--- src/rtl/o_ru_seq_pkg.sv ---
// Shared types and constants for the O-RU symbol descriptor sequencer.
package o_ru_seq_pkg;

  localparam int NUM_CH_D = 4;
  localparam int PRB_W_D  = 9;
  localparam int FFT_W_D  = 4;
  localparam int CW_W_D   = 5;
  localparam int FS_W_D   = 8;
  localparam int SLOT_W_D = 8;
  localparam int CH_W_D   = 2;
  localparam int SYM_W    = 4;

  localparam int SYMS_NORM_CP = 14;
  localparam int SYMS_EXT_CP  = 12;
  localparam int SC_PER_PRB   = 12;
  localparam int CW_DEFAULT   = 16;

  typedef enum logic [2:0] {
    ST_IDLE = 3'd0,
    ST_LOAD = 3'd1,
    ST_EMIT = 3'd2,
    ST_ADV  = 3'd3,
    ST_DONE = 3'd4
  } state_e;

  typedef struct packed {
    logic [SLOT_W_D-1:0] slot;
    logic [SYM_W-1:0]    sym_no;
    logic [CH_W_D-1:0]   ch;
    logic [FFT_W_D-1:0]  fft_log2;
    logic [PRB_W_D-1:0]  num_prb;
    logic [2:0]          mu;
    logic [CW_W_D-1:0]   c_width;
    logic [FS_W_D-1:0]   fs_off;
    logic [PRB_W_D+5:0]  n_bytes;
  } desc_t;

endpackage

--- src/rtl/o_ru_sym_desc_calc.sv ---
// IQ byte count for one symbol of one channel: num_prb * 12 sc * 2 (I/Q) * cw / 8.
// A c_width of 0 encodes the 16-bit default.
module o_ru_sym_desc_calc
  import o_ru_seq_pkg::*;
#(
  parameter int PRB_W = 9,
  parameter int CW_W  = 5
) (
  input  logic [PRB_W-1:0] num_prb,
  input  logic [CW_W-1:0]  c_width,
  output logic [PRB_W+5:0] n_bytes
);

  // 12 subcarriers * 2 samples * bits / 8 collapses to a factor of 3 per bit of width.
  localparam int BYTE_MUL = SC_PER_PRB * 2 / 8;

  logic [CW_W:0] cw;

  assign cw      = (c_width == '0) ? (CW_W+1)'(CW_DEFAULT) : {1'b0, c_width};
  assign n_bytes = (PRB_W+6)'(num_prb) * (PRB_W+6)'(BYTE_MUL) * (PRB_W+6)'(cw);

endmodule

--- src/rtl/o_ru_sym_desc_seq.sv ---
// Multi-channel symbol descriptor sequencer: walks slot -> symbol -> channel
// and emits one descriptor per eligible channel per symbol on a valid/ready port.
// Optional build macro O_RU_SYM_DESC_EXT_CP_EN adds cfg_ext_cp (12-symbol slots
// when any enabled channel runs mu=2).
//
// Handshake: desc_valid is high only in EMIT; desc holds steady while
// desc_valid && !desc_ready; a descriptor transfers on the clock edge where
// desc_valid && desc_ready, unless abort is high on that same edge.
module o_ru_sym_desc_seq
  import o_ru_seq_pkg::*;
#(
  parameter int NUM_CH = 4,
  parameter int PRB_W  = 9,
  parameter int FFT_W  = 4,
  parameter int CW_W   = 5,
  parameter int FS_W   = 8,
  parameter int SLOT_W = 8
) (
  input  logic                      clk,
  input  logic                      rst,
  input  logic                      start,
  input  logic                      abort,
  input  logic [SLOT_W-1:0]         cfg_num_slots,
  input  logic [NUM_CH-1:0]         cfg_ch_en,
  input  logic [NUM_CH*PRB_W-1:0]   cfg_num_prb,
  input  logic [NUM_CH*FFT_W-1:0]   cfg_fft_log2,
  input  logic [NUM_CH*3-1:0]       cfg_mu,
  input  logic [NUM_CH*CW_W-1:0]    cfg_c_width,
  input  logic [NUM_CH*FS_W-1:0]    cfg_fs_off,
`ifdef O_RU_SYM_DESC_EXT_CP_EN
  input  logic                      cfg_ext_cp,
`endif
  output logic                      desc_valid,
  input  logic                      desc_ready,
  output logic [$bits(desc_t)-1:0]  desc,
  output logic                      busy,
  output logic                      done,
  output logic [2:0]                fsm_state
);

  localparam int CH_W = (NUM_CH > 1) ? $clog2(NUM_CH) : 1;

  state_e state_q, state_d;

  logic [NUM_CH-1:0]       en_q;
  logic [NUM_CH*PRB_W-1:0] prb_q;
  logic [NUM_CH*FFT_W-1:0] fft_q;
  logic [NUM_CH*3-1:0]     mu_q;
  logic [NUM_CH*CW_W-1:0]  cw_q;
  logic [NUM_CH*FS_W-1:0]  fs_q;
  logic [SLOT_W-1:0]       nslots_q;

  logic [SLOT_W-1:0] slot_q;
  logic [SYM_W-1:0]  sym_q;
  logic [CH_W-1:0]   ch_q;

  logic [NUM_CH-1:0] elig_in, elig_q;
  logic              any_in, has_next;
  logic [CH_W-1:0]   first_in, first_ch, next_ch;
  logic [SYM_W-1:0]  syms_m1;
  logic              last_sym, last_slot;
  logic [PRB_W+5:0]  nb;
  desc_t             d;

  // Eligible channels (enabled and non-empty) and the channel search used by LOAD/ADV.
  always_comb begin
    elig_in  = '0;
    elig_q   = '0;
    any_in   = 1'b0;
    has_next = 1'b0;
    first_in = '0;
    first_ch = '0;
    next_ch  = '0;
    for (int i = NUM_CH - 1; i >= 0; i--) begin
      elig_in[i] = cfg_ch_en[i] && (cfg_num_prb[i*PRB_W +: PRB_W] != '0);
      elig_q[i]  = en_q[i] && (prb_q[i*PRB_W +: PRB_W] != '0);
      if (elig_in[i]) begin
        any_in   = 1'b1;
        first_in = CH_W'(i);
      end
      if (elig_q[i]) first_ch = CH_W'(i);
      if (elig_q[i] && (i > int'(ch_q))) begin
        has_next = 1'b1;
        next_ch  = CH_W'(i);
      end
    end
  end

`ifdef O_RU_SYM_DESC_EXT_CP_EN
  logic ext_cp_q;
  logic any_mu2;

  // Extended CP shortens the slot only when some enabled channel runs mu=2.
  always_comb begin
    any_mu2 = 1'b0;
    for (int i = 0; i < NUM_CH; i++) begin
      if (en_q[i] && (mu_q[i*3 +: 3] == 3'd2)) any_mu2 = 1'b1;
    end
    syms_m1 = (ext_cp_q && any_mu2) ? SYM_W'(SYMS_EXT_CP - 1) : SYM_W'(SYMS_NORM_CP - 1);
  end

  // Extended-CP flag captured alongside the rest of the run config.
  always_ff @(posedge clk) begin
    if (rst) ext_cp_q <= 1'b0;
    else if (state_q == ST_LOAD) ext_cp_q <= cfg_ext_cp;
  end
`else
  assign syms_m1 = SYM_W'(SYMS_NORM_CP - 1);
`endif

  assign last_sym  = (sym_q == syms_m1);
  assign last_slot = (slot_q == SLOT_W'(nslots_q - 1'b1));

  // State register.
  always_ff @(posedge clk) begin
    if (rst) state_q <= ST_IDLE;
    else     state_q <= state_d;
  end

  // Next-state logic; abort overrides every transition, including start.
  always_comb begin
    state_d = state_q;
    case (state_q)
      ST_IDLE: if (start) state_d = ST_LOAD;
      ST_LOAD: state_d = ((cfg_num_slots == '0) || !any_in) ? ST_DONE : ST_EMIT;
      ST_EMIT: if (desc_ready) state_d = ST_ADV;
      ST_ADV:  state_d = (has_next || !last_sym || !last_slot) ? ST_EMIT : ST_DONE;
      ST_DONE: state_d = ST_IDLE;
      default: state_d = ST_IDLE;
    endcase
    if (abort) state_d = ST_IDLE;
  end

  // Shadow config capture in LOAD and slot/symbol/channel walk in ADV.
  always_ff @(posedge clk) begin
    if (rst) begin
      en_q     <= '0;
      prb_q    <= '0;
      fft_q    <= '0;
      mu_q     <= '0;
      cw_q     <= '0;
      fs_q     <= '0;
      nslots_q <= '0;
      slot_q   <= '0;
      sym_q    <= '0;
      ch_q     <= '0;
    end else if (state_q == ST_LOAD) begin
      en_q     <= cfg_ch_en;
      prb_q    <= cfg_num_prb;
      fft_q    <= cfg_fft_log2;
      mu_q     <= cfg_mu;
      cw_q     <= cfg_c_width;
      fs_q     <= cfg_fs_off;
      nslots_q <= cfg_num_slots;
      slot_q   <= '0;
      sym_q    <= '0;
      ch_q     <= first_in;
    end else if ((state_q == ST_ADV) && (state_d == ST_EMIT)) begin
      if (has_next) begin
        ch_q <= next_ch;
      end else begin
        ch_q <= first_ch;
        if (last_sym) begin
          sym_q  <= '0;
          slot_q <= slot_q + 1'b1;
        end else begin
          sym_q <= sym_q + 1'b1;
        end
      end
    end
  end

  o_ru_sym_desc_calc #(
    .PRB_W(PRB_W),
    .CW_W (CW_W)
  ) u_calc (
    .num_prb(prb_q[ch_q*PRB_W +: PRB_W]),
    .c_width(cw_q[ch_q*CW_W +: CW_W]),
    .n_bytes(nb)
  );

  // Descriptor assembled from counters and the current channel's shadow config.
  always_comb begin
    d          = '0;
    d.slot     = slot_q;
    d.sym_no   = sym_q;
    d.ch       = ch_q;
    d.fft_log2 = fft_q[ch_q*FFT_W +: FFT_W];
    d.num_prb  = prb_q[ch_q*PRB_W +: PRB_W];
    d.mu       = mu_q[ch_q*3 +: 3];
    d.c_width  = cw_q[ch_q*CW_W +: CW_W];
    d.fs_off   = fs_q[ch_q*FS_W +: FS_W];
    d.n_bytes  = nb;
  end

  assign desc       = d;
  assign desc_valid = (state_q == ST_EMIT);
  assign busy       = (state_q != ST_IDLE);
  assign done       = (state_q == ST_DONE);
  assign fsm_state  = state_q;

endmodule
--- config.mk ---
export PLATFORM = sky130hd
export DESIGN_NAME = o_ru_sym_desc_seq
export DESIGN_NICKNAME = d
export VERILOG_FILES = /design/src/rtl/o_ru_seq_pkg.sv /design/src/rtl/o_ru_sym_desc_calc.sv /design/src/rtl/o_ru_sym_desc_seq.sv
export SDC_FILE = /design/constraint.sdc
export NUM_CORES = 1
export LEC_CHECK = 0
export CAP_MARGIN = 10
export CORE_MARGIN = 2
export CORE_UTILIZATION = 58
export CTS_CLUSTER_DIAMETER = 200
export DETAILED_ROUTE_END_ITERATION = 10
export DONT_BUFFER_PORTS = 1
export PLACE_DENSITY_LB_ADDON = 0.2
export SLEW_MARGIN = 10
export SYNTH_ARGS = -nofsm -noshare
export SYNTH_HDL_FRONTEND = slang
export SYNTH_SLANG_ARGS = --single-unit
--- constraint.sdc ---
create_clock -name clk -period 6.7 [get_ports clk]
set_clock_uncertainty 0.15 [all_clocks]
set_input_delay 0.335 -clock clk [delete_from_list [all_inputs] [get_ports clk]]
set_output_delay 0.335 -clock clk [all_outputs]
set_load 0.02 [all_outputs]
Word-level counts from Yosys, hierarchy flattened
Index checks and enable logic that the tools add are counted.

Bits in registers: 145. Bits in latches: 0. Memory bits (writable): 0. ROM bits: 0. Output and inout bits: 64. Word-level logic and storage cells: 98. Memories kept: 0.

Add/sub/neg operators: 3. Multiply operators: 5. Divide/modulo/power cells: 0. Order comparisons: 3. Equality and inequality tests: 7. Shift operators: 5. Mux-type cells: 29. Bitwise gates (word level): 1. Reductions and logical operators: 34.

Operators with widths (count): $reduce_bool A9 Y1 (8); $shiftx A36 B7 Y9 (1); $shiftx A32 B6 Y8 (1); $mux W2 (14); $shiftx A20 B6 Y5 (1); $shiftx A16 B5 Y4 (1); $mul A11 B6 Y15 (1); $mux W3 (5); $logic_and A1 B1 Y1 (12); $pmux W3 S4 (1); $shiftx A12 B5 Y3 (1); $mul A9 B2 Y11 const B (1); $eq A3 B2 Y1 const B (3); $add A8 B1 Y8 const B (1); $eq A8 B8 Y1 (1); $logic_not A8 Y1 (1); $sub A8 B1 Y8 const B (1); $mux W1 (7); $mul A2 B4 Y6 const B (1); $logic_not A5 Y1 (1); $mul A2 B3 Y5 const B (1); $mux W5 (1); $add A4 B1 Y4 const B (1); $eq A4 B4 Y1 const B (1); 15 further kinds (20).

Logic depth before layout (Yosys ltp)
Gate-level depths: netlist of run 1.

Depth in word-level cells: 15. Mapped depth: 24.

Hierarchy
From an unflattened synthesis of run 1, not the netlist that was laid out.

Cell total of the unflattened synthesis: 1020. Area total of the unflattened synthesis: 8553.2 um^2.

By module, submodules not included: o_ru_sym_desc_seq (instances 1, cells an instance 775, area an instance 6506.2 um^2); o_ru_sym_desc_calc (instances 1, cells an instance 245, area an instance 2047.0 um^2).

Least setup slack after synthesis of run 1
Ideal clock, no wire load.

Path type: flip-flop to output port. Start point: register ch_q[0]. End point: output desc[13]. Arrival time: 6527 ps. Data required time: 6215 ps. Setup slack: -312 ps. Stages on the path, launching flop included: 24. Cells stage by stage: dfxtp_1 clkbuf_1 buf_2 buf_1 mux4_2 ha_1 nor2b_1 o21ai_0 a21boi_0 o21ai_0 nand2_1 xnor2_1 nor2_1 fa_1 fa_1 inv_1 fa_1 inv_1 ha_1 and3_1 a21oi_1 o21ai_0 o211ai_1 xnor2_1.

Elaborated cells on any way between the ends: 8. Those cells by class: mul: 4; shift: 2; mux: 1; reduce/logical: 1.

RTL lines: from (decl) (line o_ru_sym_desc_seq.sv:55) `logic [CH_W-1:0] ch_q;`; from (signal assigned) (line o_ru_sym_desc_seq.sv:157) `ch_q <= first_in;`; from (signal assigned) (line o_ru_sym_desc_seq.sv:160) `ch_q <= next_ch;`; from (signal assigned) (line o_ru_sym_desc_seq.sv:162) `ch_q <= first_ch;`; $mul A2 B4 Y6; $shiftx A36 B7 Y9; net desc[34] (line o_ru_sym_desc_seq.sv:35) `output logic [$bits(desc_t)-1:0] desc,`; $mul A9 B2 Y11 (line o_ru_sym_desc_calc.sv:20) `assign n_bytes = (PRB_W+6)'(num_prb) * (PRB_W+6)'(BYTE_MUL) * (PRB_W+6)'(cw);`; $mul A11 B6 Y15 (line o_ru_sym_desc_calc.sv:20); to (decl) (line o_ru_sym_desc_seq.sv:35).

The timed path passes the listed nets, and every way through them passes these cells.

Worst setup path after layout of run 1
Ends and elaborated chain as after synthesis.

==> results.ini, run 1 <==
[synth]
synth_edf_count=0
syn-cell-area_sq_um=8550
syn_inst=1054
synth_ff_type=dfxtp_1
ys_seq_area_frac=0.339
ys_seq_elements=145
synth_cell_type_count=71
async_flop_share=0
synth_top_area_frac=0.339
yosys.area.top_type=dfxtp_1
syn_avg_cell_area_sq_um=8.11
yosys_warnings=0
synthTopCellsByArea=dfxtp_1 34%, nand2_1 12%, a21oi_1 8.5%, mux4_2 6.8%, fa_1 6.3%
synth_nets=1248

[route]
detail-route-antenna-nets=0
wl_per_cell_um=17.2
num_vias=7980
drc=0
first_pass_iters=5
routed_wl_um=23600
drt_iter0_markers=680
viasPerCell=5.82

[cts]
cts_inserted_buffers=17
worstSkewPairLatency_ps=420
clk_pin_slew_ps=60
clk_path_buf_depth=2
root_buffer=clkbuf_16
htreeDepth=4
cts_sinks=145
cts_tree=built

[final_layout]
syn2layout_area_growth_pct=25.8
final_cell_mix=280 x nand2_1, 146 x a21oi_1, 143 x dfxtp_1
instances_no_fill=1370
final_nets=1368
fin_area_sq_um=10800
drive_gt1_frac=0.109
n_antenna_cell=0
final_common_cell=nand2_1

[critical_path]
critical_path_class=reg2out
cp_max_fo=6
rr_endpoint=nslots_q[7]
r2r-start=fsm_state[0]
cpMostUsedCell=fa_1
end_kind=output port
path_cells=buf_12 > mux4_2 > ha_1 > or2_2 > a311oi_2 > o21ai_0 > a21oi_1 > xnor2_2 > nor2_1 > fa_1 > fa_1 > inv_1 > fa_1 > inv_1 > ha_2 > and3_1 > a21oi_1 > o21ai_1 > o211ai_1 > xnor2_2
slowest_delay_ps=620
reg2regPathDepth=6
required_ps=6210
cp-start-kind=flip-flop
worstPathArrival_ps=5900
ff2ff_setup_slack_ps=3450
critPathSlowestCell=mux4_2

[timing]
setup_violations=0
drv_slew=0
final_hold_viol_count=0
finalCritPeriodShare=0.953
max_slew_margin=0.228
worst_slew_pin_slew_ps=1160
period_minus_slack_ps=6380
fmax_ghz=0.157

[worst_hold_path]
min_from=cfg_ch_en[0]
worstHoldEndpoint=ch_q[0]
hold-path-cell-count=3
hold_class=in2reg

[floorplanning]
design.core.area_sq_um=14500
io_pins=197
start_util=0.591
die_area_sq_um=15700
die_w_um=125
num_rows=44
die_y_um=125

[placed_design]
gp_congestion=0.910
post-place-cells=1199
place_area_sq_um=8690
hpwl_um=15100
io_buffer_count=0

[pwr]
pwr_density_cell_nw_per_um2=203
ir_drop_mv=0.177
p_leak_nw=4.15

[grt]
grt_max_degree=133
overflow=0
grt_pass1_vias=7813
antenna_found_initial=0
grt.total_usage=0.301
grt_first_pass_wirelength_um=38700

[status]
outcome=complete, no violations

[run]
cap_violations=0

==> kinds of logic (layout without fill, tap and decap cells) <==
| logic type | after synthesis | after routing | synth area share |
|---|---|---|---|
| AOI/OAI and AO/OA | 204 | 204 | 0.142 |
| xor gates and xnor gates | 34 | 34 | 0.0348 |
| adders and majority gates | 61 | 61 | 0.113 |
| buffers and inverters | 120 | 252 | 0.0560 |
| DFF | 145 | 145 | 0.339 |
| muxes | 36 | 36 | 0.0806 |
| and+or+nand+nor | 454 | 454 | 0.234 |
==> final cells by class <==
cell class                 count  area [sq um]
sequential                   145          2910
fill                        1061          3720
clock buffer                  19           443
inverter                      61           229
multi-input combinational    789          5240
clock inverter                12           133
timing repair buffer         160          1570
tap                          184           230
==> cell usage after synthesis (2+ instances only) <==
library cell,instances
dfxtp_1,145
a21oi_1,146
mux2_2,3
nand4_1,5
mux2i_1,7
nand2_1,280
nand3b_1,3
nand4b_1,2
or4_4,3
and3_1,4
nor2_1,72
or3_1,9
nor2b_1,2
and2_1,3
nor3_1,21
mux4_2,26
a21o_1,5
o211ai_1,3
nor3b_1,3
inv_1,61
o21a_1,2
a31oi_1,4
o21ai_0,16
or2_2,9
or3_2,2
nor4_1,11
nand3_1,6
fa_1,27
clkbuf_8,2
ha_1,34
xor2_1,7
nand2b_1,9
xnor2_1,27
a311oi_1,2
clkbuf_1,52
o41ai_1,4
buf_1,3
==> sequential cells by signal (all words and copies together) (netlist names) <==
signal	flops
mu_q	12
fs_q	32
cw_q	20
sym_q	4
en_q	4
prb_q	36
slot_q	8
ch_q	2
nslots_q	8
fft_q	16
fsm_state	3
==> power breakdown <==
| part | total (mW) | switching [mW] | internal, mW |
|---|---|---|---|
| Sequential | 0.915 | 0.0248 | 0.890 |
| Combinational | 0.341 | 0.186 | 0.155 |
| Clock | 0.934 | 0.376 | 0.557 |
| Total | 2.19 | 0.587 | 1.60 |
==> metrics by stage <==
stage | setup slack, ps | power (mW) | util | TNS (ps) | hold WS (ps)
2_1_floorplan | 47.8 | 1.14 | - | 0 | 283
3_3_place_gp | 524 | 1.18 | 0.600 | 0 | 262
3_5_place_dp | 380 | 1.18 | 0.600 | 0 | 264
4_1_cts | 3.46 | 2.19 | 0.735 | 0 | 81.3
5_1_grt | -36.8 | 2.27 | 0.743 | -53.9 | 117
6_report | 317 | 2.19 | 0.743 | 0 | 95.2
==> worst max path at each step <==
| stage | cells after the start | start | end | slack, ps |
|---|---|---|---|---|
| 2_1_floorplan | 23 | ch_q[0] | desc[13] | 50 |
| 3_3_place_gp | 22 | ch_q[1] | desc[13] | 520 |
| 3_5_place_dp | 22 | ch_q[1] | desc[13] | 380 |
| 4_1_cts | 16 | ch_q[0] | desc[13] | 3 |
| 5_1_grt | 21 | ch_q[0] | desc[14] | -40 |
| 6_report | 20 | ch_q[0] | desc[13] | 320 |
==> routing by layer <==
layer	up-vias	part of all wire	GRT usage
li1	3805	-	-
met1	3781	0.42	0.394
met2	339	0.47	0.485
met3	55	0.077	0.0697
met4	0	0.029	0.119
met5	-	0	0
==> worst max-delay path, delay by kind of cell (launching register included) <==
family | cells | cell delay (ps)
xor+xnor | 2 | 380
compound gates | 6 | 1130
fa+ha+maj | 5 | 2150
simple gates | 3 | 570
flops | 1 | 400
buf+inv | 3 | 230
mux | 1 | 620
==> timing repair <==
item / in CTS / in global routing
setup endpoints to repair: 1 / 5
endpoints found under the hold margin: 134 / 0
resized for setup: 2 / 15
pin swaps: 0 / 7
hold buffers: 134 / 0
buffers inserted: 0 / 6
Note: power is estimated with default switching activity, not from simulation.
==> run 2, diff against run 1 <==
--- a/config.mk
+++ b/config.mk
@@ -7,12 +7,11 @@
 export LEC_CHECK = 0
 export CAP_MARGIN = 10
 export CORE_MARGIN = 2
-export CORE_UTILIZATION = 58
+export CORE_UTILIZATION = 55
 export CTS_CLUSTER_DIAMETER = 200
 export DETAILED_ROUTE_END_ITERATION = 10
 export DONT_BUFFER_PORTS = 1
 export PLACE_DENSITY_LB_ADDON = 0.2
-export SLEW_MARGIN = 10
 export SYNTH_ARGS = -nofsm -noshare
 export SYNTH_HDL_FRONTEND = slang
 export SYNTH_SLANG_ARGS = --single-unit
==> results.ini, run 2 (synthesis results as in run 1) <==
[grt]
antenna_found_initial=1  ; +1
grt_pass1_vias=7557  ; -3.3%
grt.total_usage=0.289  ; -0.0118
overflow=0  ; unchanged
grt_max_degree=133  ; unchanged
grt_first_pass_wirelength_um=38000  ; -1.8%

[placed_design]
post-place-cells=1205  ; +0.50%
io_buffer_count=0  ; unchanged
gp_congestion=0.902  ; -0.79%
hpwl_um=15500  ; +3.0%

[run]
cap_violations=0  ; unchanged

[final_layout]
syn2layout_area_growth_pct=25.8  ; unchanged
regMostFlops=prb_q
post-route-util=0.708  ; -0.0353
final_cell_mix=280 x nand2_1, 144 x a21oi_1, 143 x dfxtp_1
multiInputGateArea_sq_um=5250  ; about the same
final_common_cell=nand2_1
largest_reg_flops=36  ; unchanged
largestRegisters=prb_q x36, fs_q x32, cw_q x20
fillers=1212  ; +14%
instances_no_fill=1374  ; +0.29%
final_nets=1366  ; -0.15%
drive_gt1_frac=0.111  ; +0.00178
seq_area_sq_um=2910  ; about the same

[timing]
tns_ps=0  ; unchanged
drv_slew=0  ; unchanged
finalCritPeriodShare=0.965  ; +0.0121
final_hold_viol_count=0  ; unchanged
fmax_ghz=0.155  ; -1.3%
max_slew_margin=0.442  ; +0.215
setup_violations=0  ; unchanged
period_minus_slack_ps=6460  ; +81.3 ps
worst_slew_pin_slew_ps=837  ; -322 ps

[cts]
cts_inserted_buffers=17  ; unchanged
htreeDepth=4  ; unchanged
clk_path_buf_depth=2  ; unchanged
cts_sinks=145  ; unchanged
cts_tree=built
clk_pin_slew_ps=60  ; about the same
worstSkewPairLatency_ps=420  ; about the same
root_buffer=clkbuf_16

[pwr]
swShare=0.270  ; +0.00148
total_power_mw=2.21  ; +1.0%
ir_drop_mv=0.191  ; +7.7%
combPwrFrac=0.154  ; -0.002
p_clk_frac=0.432  ; +0.006
power_switching_mw=0.596  ; +1.6%
p_leak_nw=4.14  ; -0.16%
intPower_mw=1.61  ; +0.81%
p_seq_frac=0.414  ; -0.004
pwr_density_cell_nw_per_um2=206  ; +1.0%

[route]
detail-route-antenna-nets=0  ; unchanged
drt_iter0_markers=614  ; -9.7%
wl_per_cell_um=17.4  ; +0.91%
first_pass_iters=7  ; +2
routed_wl_um=23900  ; +1.2%
drc=0  ; unchanged
viasPerCell=5.75  ; -1.3%
num_vias=7900  ; -1.0%

[worst_hold_path]
min_from=rst
hold_class=in2reg

[critical_path]
cp_max_fo=8  ; +2
critPathTopFamily=adder cells
startpoint=ch_q[0]
critPathSlowestCell=mux4_2
path_cells=mux4_2 > ha_1 > nor2b_1 > o21ai_0 > a21boi_0 > o21ai_1 > nand2_1 > xnor2_2 > nor2_1 > fa_1 > fa_1 > inv_1 > fa_1 > inv_1 > ha_1 > and3_1 > a21oi_1 > o21ai_0 > o211ai_1 > xnor2_2
required_ps=6210  ; about the same
crit_buf_inv=2  ; -1
cp-start-kind=flip-flop
end_kind=output port
critical_path_class=reg2out
r2r-start=fsm_state[0]
worstPathArrival_ps=5980  ; +80 ps
slowest_delay_ps=570  ; -50 ps
cpMostUsedCell=fa_1

[floorplanning]
die_y_um=129  ; +2.6%
num_rows=45  ; +2.3%
start_util=0.563  ; -0.0281
io_pins=197  ; unchanged
die_w_um=129  ; +2.6%
design.core.area_sq_um=15200  ; +5.0%
die_area_sq_um=16600  ; +5.3%

[status]
outcome=complete, no violations

run 2: what timing repair did:
action,CTS,global route
pin swaps,0,6
setup endpoints to repair,1,5
hold endpoints to repair,133,0
hold buffers,131,0
gates cloned,0,0
buffers inserted,0,5
gates resized for setup,1,14
run 2: worst paths after layout:
kind / end / slack, ps / cells past startpoint
max: desc[13] / 240 / 20
min: fsm_state[1] / 10 / 2
max reg2reg: fs_q[0] / 3740 / 6
min reg2reg: mu_q[8] / 300 / 2
run 2: worst reg2reg max path, stage by stage (launching register included):
cell and delay, ps:
dfxtp_1 580, nand2b_1 200, nor2_4 450, buf_4 640, nand2_1 150, a21oi_1 160, dlygate4sd3_1 570
run 2: stage by stage:
stage                     setup WS [ps]  hold WS, ps  instance area (sq um)
after floorplan                    47.8          283                   8560
after global placement              541          261                   8710
after detailed placement            382          263                   8710
after CTS                          4.86         1.20                  10600
after global routing              -44.8         16.4                  10800
final                               235         13.3                  10800
run 2: power by group through the flow:
stage          logic, mW  registers [mW]  clock network, mW
2_1_floorplan      0.215           0.923                  0
3_3_place_gp       0.246           0.932                  0
3_5_place_dp       0.250           0.933                  0
4_1_cts            0.328           0.914              0.960
5_1_grt            0.375           0.917               1.01
6_report           0.341           0.914              0.955
run 2: final cells by class:
cell class,count,share of cell area
clock inverter,11,0.0119
timing repair buffer,158,0.144
inverter,61,0.0213
sequential,145,0.270
multi-input combinational,789,0.488
antenna,1,0.000233
tap,188,0.0219
clock buffer,21,0.0428
run 2: routing by layer:
layer	up-vias	part of all wire	wire length, um	track usage
met3	47	0.075	1790	0.0773
met5	-	0	0	0
met2	295	0.48	11500	0.475
li1	3797	-	-	-
met1	3761	0.42	10100	0.373
met4	0	0.023	538	0.0940
==> run 3, diff against run 2 <==
--- a/config.mk
+++ b/config.mk
@@ -11,6 +11,7 @@
 export CTS_CLUSTER_DIAMETER = 200
 export DETAILED_ROUTE_END_ITERATION = 10
 export DONT_BUFFER_PORTS = 1
+export HOLD_SLACK_MARGIN = 0.03
 export PLACE_DENSITY_LB_ADDON = 0.2
 export SYNTH_ARGS = -nofsm -noshare
 export SYNTH_HDL_FRONTEND = slang
==> results.ini, run 3 (synthesis results as in run 1) <==
[route]
detail-route-antenna-nets=0  ; unchanged
drt_iter0_markers=569  ; -7.3%
viasPerCell=5.74  ; about the same
num_vias=7898  ; -0.025%
drc=0  ; unchanged
first_pass_iters=8  ; +1
routed_wl_um=23900  ; +0.28%
wl_per_cell_um=17.4  ; +0.21%

[placed_design]
hpwl_um=15500  ; unchanged
io_buffer_count=0  ; unchanged
place_area_sq_um=8710  ; unchanged
gp_congestion=0.902  ; unchanged
post-place-cells=1205  ; unchanged

[critical_path]
r2r-start=fsm_state[0]
cp_max_fo=8  ; unchanged
cp-start-kind=flip-flop
rr_endpoint=fs_q[0]
end_kind=output port
critical_path_class=reg2out
reg2regPathDepth=6  ; unchanged
required_ps=6210  ; about the same
ff2ff_setup_slack_ps=3720  ; -20 ps
worstPathArrival_ps=5980  ; about the same

[grt]
overflow=0  ; unchanged
grt_pass1_vias=7561  ; +0.053%
grt_max_degree=135  ; +1.5%
grt.total_usage=0.289  ; about the same
grt_first_pass_wirelength_um=38000  ; about the same
antenna_found_initial=1  ; unchanged

[pwr]
pwr_density_cell_nw_per_um2=206  ; about the same
power_switching_mw=0.597  ; +0.19%
swShare=0.270  ; +0.000309
p_seq_frac=0.413  ; about the same
total_power_mw=2.21  ; about the same
p_leak_nw=4.15  ; +0.10%
combPwrFrac=0.155  ; about the same
ir_drop_mv=0.188  ; -1.4%
intPower_mw=1.62  ; about the same
p_clk_frac=0.432  ; about the same

[final_layout]
final_cell_mix=280 x nand2_1, 144 x a21oi_1, 143 x dfxtp_1
syn2layout_area_growth_pct=25.9  ; about the same
largest_reg_flops=36  ; unchanged
post-route-util=0.708  ; about the same
final_common_cell=nand2_1
final_nets=1367  ; +0.073%
instances_no_fill=1375  ; +0.073%
largestRegisters=prb_q x36, fs_q x32, cw_q x20
regMostFlops=prb_q
drive_gt1_frac=0.110  ; about the same
fin_area_sq_um=10800  ; about the same

[timing]
max_slew_margin=0.447  ; +0.00514
drv_slew=0  ; unchanged
worst_slew_pin_slew_ps=829  ; -7.72 ps
finalCritPeriodShare=0.966  ; about the same
tns_ps=0  ; unchanged
setup_violations=0  ; unchanged
fmax_ghz=0.155  ; about the same
final_hold_viol_count=0  ; unchanged
period_minus_slack_ps=6470  ; +4.63 ps

[cts]
cts_tree=built
htreeDepth=4  ; unchanged
clk_path_buf_depth=2  ; unchanged
root_buffer=clkbuf_16
cts_sinks=145  ; unchanged
clk_pin_slew_ps=60  ; about the same
worstSkewPairLatency_ps=420  ; about the same
cts_inserted_buffers=17  ; unchanged

[worst_hold_path]
hold_class=in2reg
min_from=abort
hold-path-cell-count=3  ; +1
worstHoldEndpoint=sym_q[3]

[status]
outcome=complete, no violations

[floorplanning]
die_area_sq_um=16600  ; unchanged
design.core.area_sq_um=15200  ; unchanged
die_w_um=129  ; unchanged
die_y_um=129  ; unchanged
start_util=0.563  ; unchanged
io_pins=197  ; unchanged
num_rows=45  ; unchanged

[run]
cap_violations=0  ; unchanged

-- run 3: changes by cell type in the layout (fill, tap and decap cells not counted) --
cell           delta
dlygate4sd3_1     +1
-- run 3: worst max-delay path by stage --
stage,startpoint,endpoint,cells after the start
3_5_place_dp,ch_q[0],desc[13],22
6_report,ch_q[0],desc[13],20
4_1_cts,ch_q[0],desc[13],22
2_1_floorplan,ch_q[0],desc[13],23
5_1_grt,ch_q[0],desc[13],22
3_3_place_gp,ch_q[0],desc[13],22
-- run 3: repair_timing --
action | 4_1_cts | 5_1_grt
setup endpoints to repair | 1 | 5
pin swaps | 0 | 6
hold buffers | 132 | 0
gates resized for setup | 1 | 14
endpoints found under the hold margin | 136 | 0
buffers inserted | 0 | 5
-- run 3: layer usage --
layer / share of wire / up-vias / track usage
li1: - / 3795 / -
met2: 0.48 / 293 / 0.477
met4: 0.021 / 0 / 0.0927
met1: 0.42 / 3767 / 0.373
met5: 0 / - / 0
met3: 0.077 / 43 / 0.0761
-- run 3: critical path: stages, from the launching register on --
cell and delay (ps):
dfxtp_4 440, mux4_2 570, ha_1 420, nor2b_1 170, o21ai_0 200, a21boi_0 140, o21ai_1 200, nand2_1 120
xnor2_2 250, nor2_1 80, fa_1 460, fa_1 540, inv_1 50, fa_1 520, inv_1 40, ha_1 350
and3_1 210, a21oi_1 110, o21ai_0 140, o211ai_1 320, xnor2_2 220
-- run 3: power by group through the flow --
| stage | Sequential [mW] | Combinational (mW) | Clock, mW |
|---|---|---|---|
| 3_5_place_dp | 0.933 | 0.250 | 0 |
| 2_1_floorplan | 0.923 | 0.215 | 0 |
| 5_1_grt | 0.917 | 0.375 | 1.01 |
| 3_3_place_gp | 0.932 | 0.246 | 0 |
| 6_report | 0.914 | 0.342 | 0.956 |
| 4_1_cts | 0.914 | 0.329 | 0.960 |
-- run 3: area by class of cell --
type,count,area (sq um)
multi-input combinational,789,5250
clock inverter,11,128
fill,1209,4430
clock buffer,21,460
sequential,145,2910
timing repair buffer,159,1560
inverter,61,229
antenna,1,2.50
tap,188,235
-- run 3: metrics by stage --
stage                     setup WS (ps)  hold WS [ps]
after floorplan                    47.8           283
after global placement              541           261
after detailed placement            382           263
after CTS                          4.86           103
after global routing              -44.8           126
final                               231           125
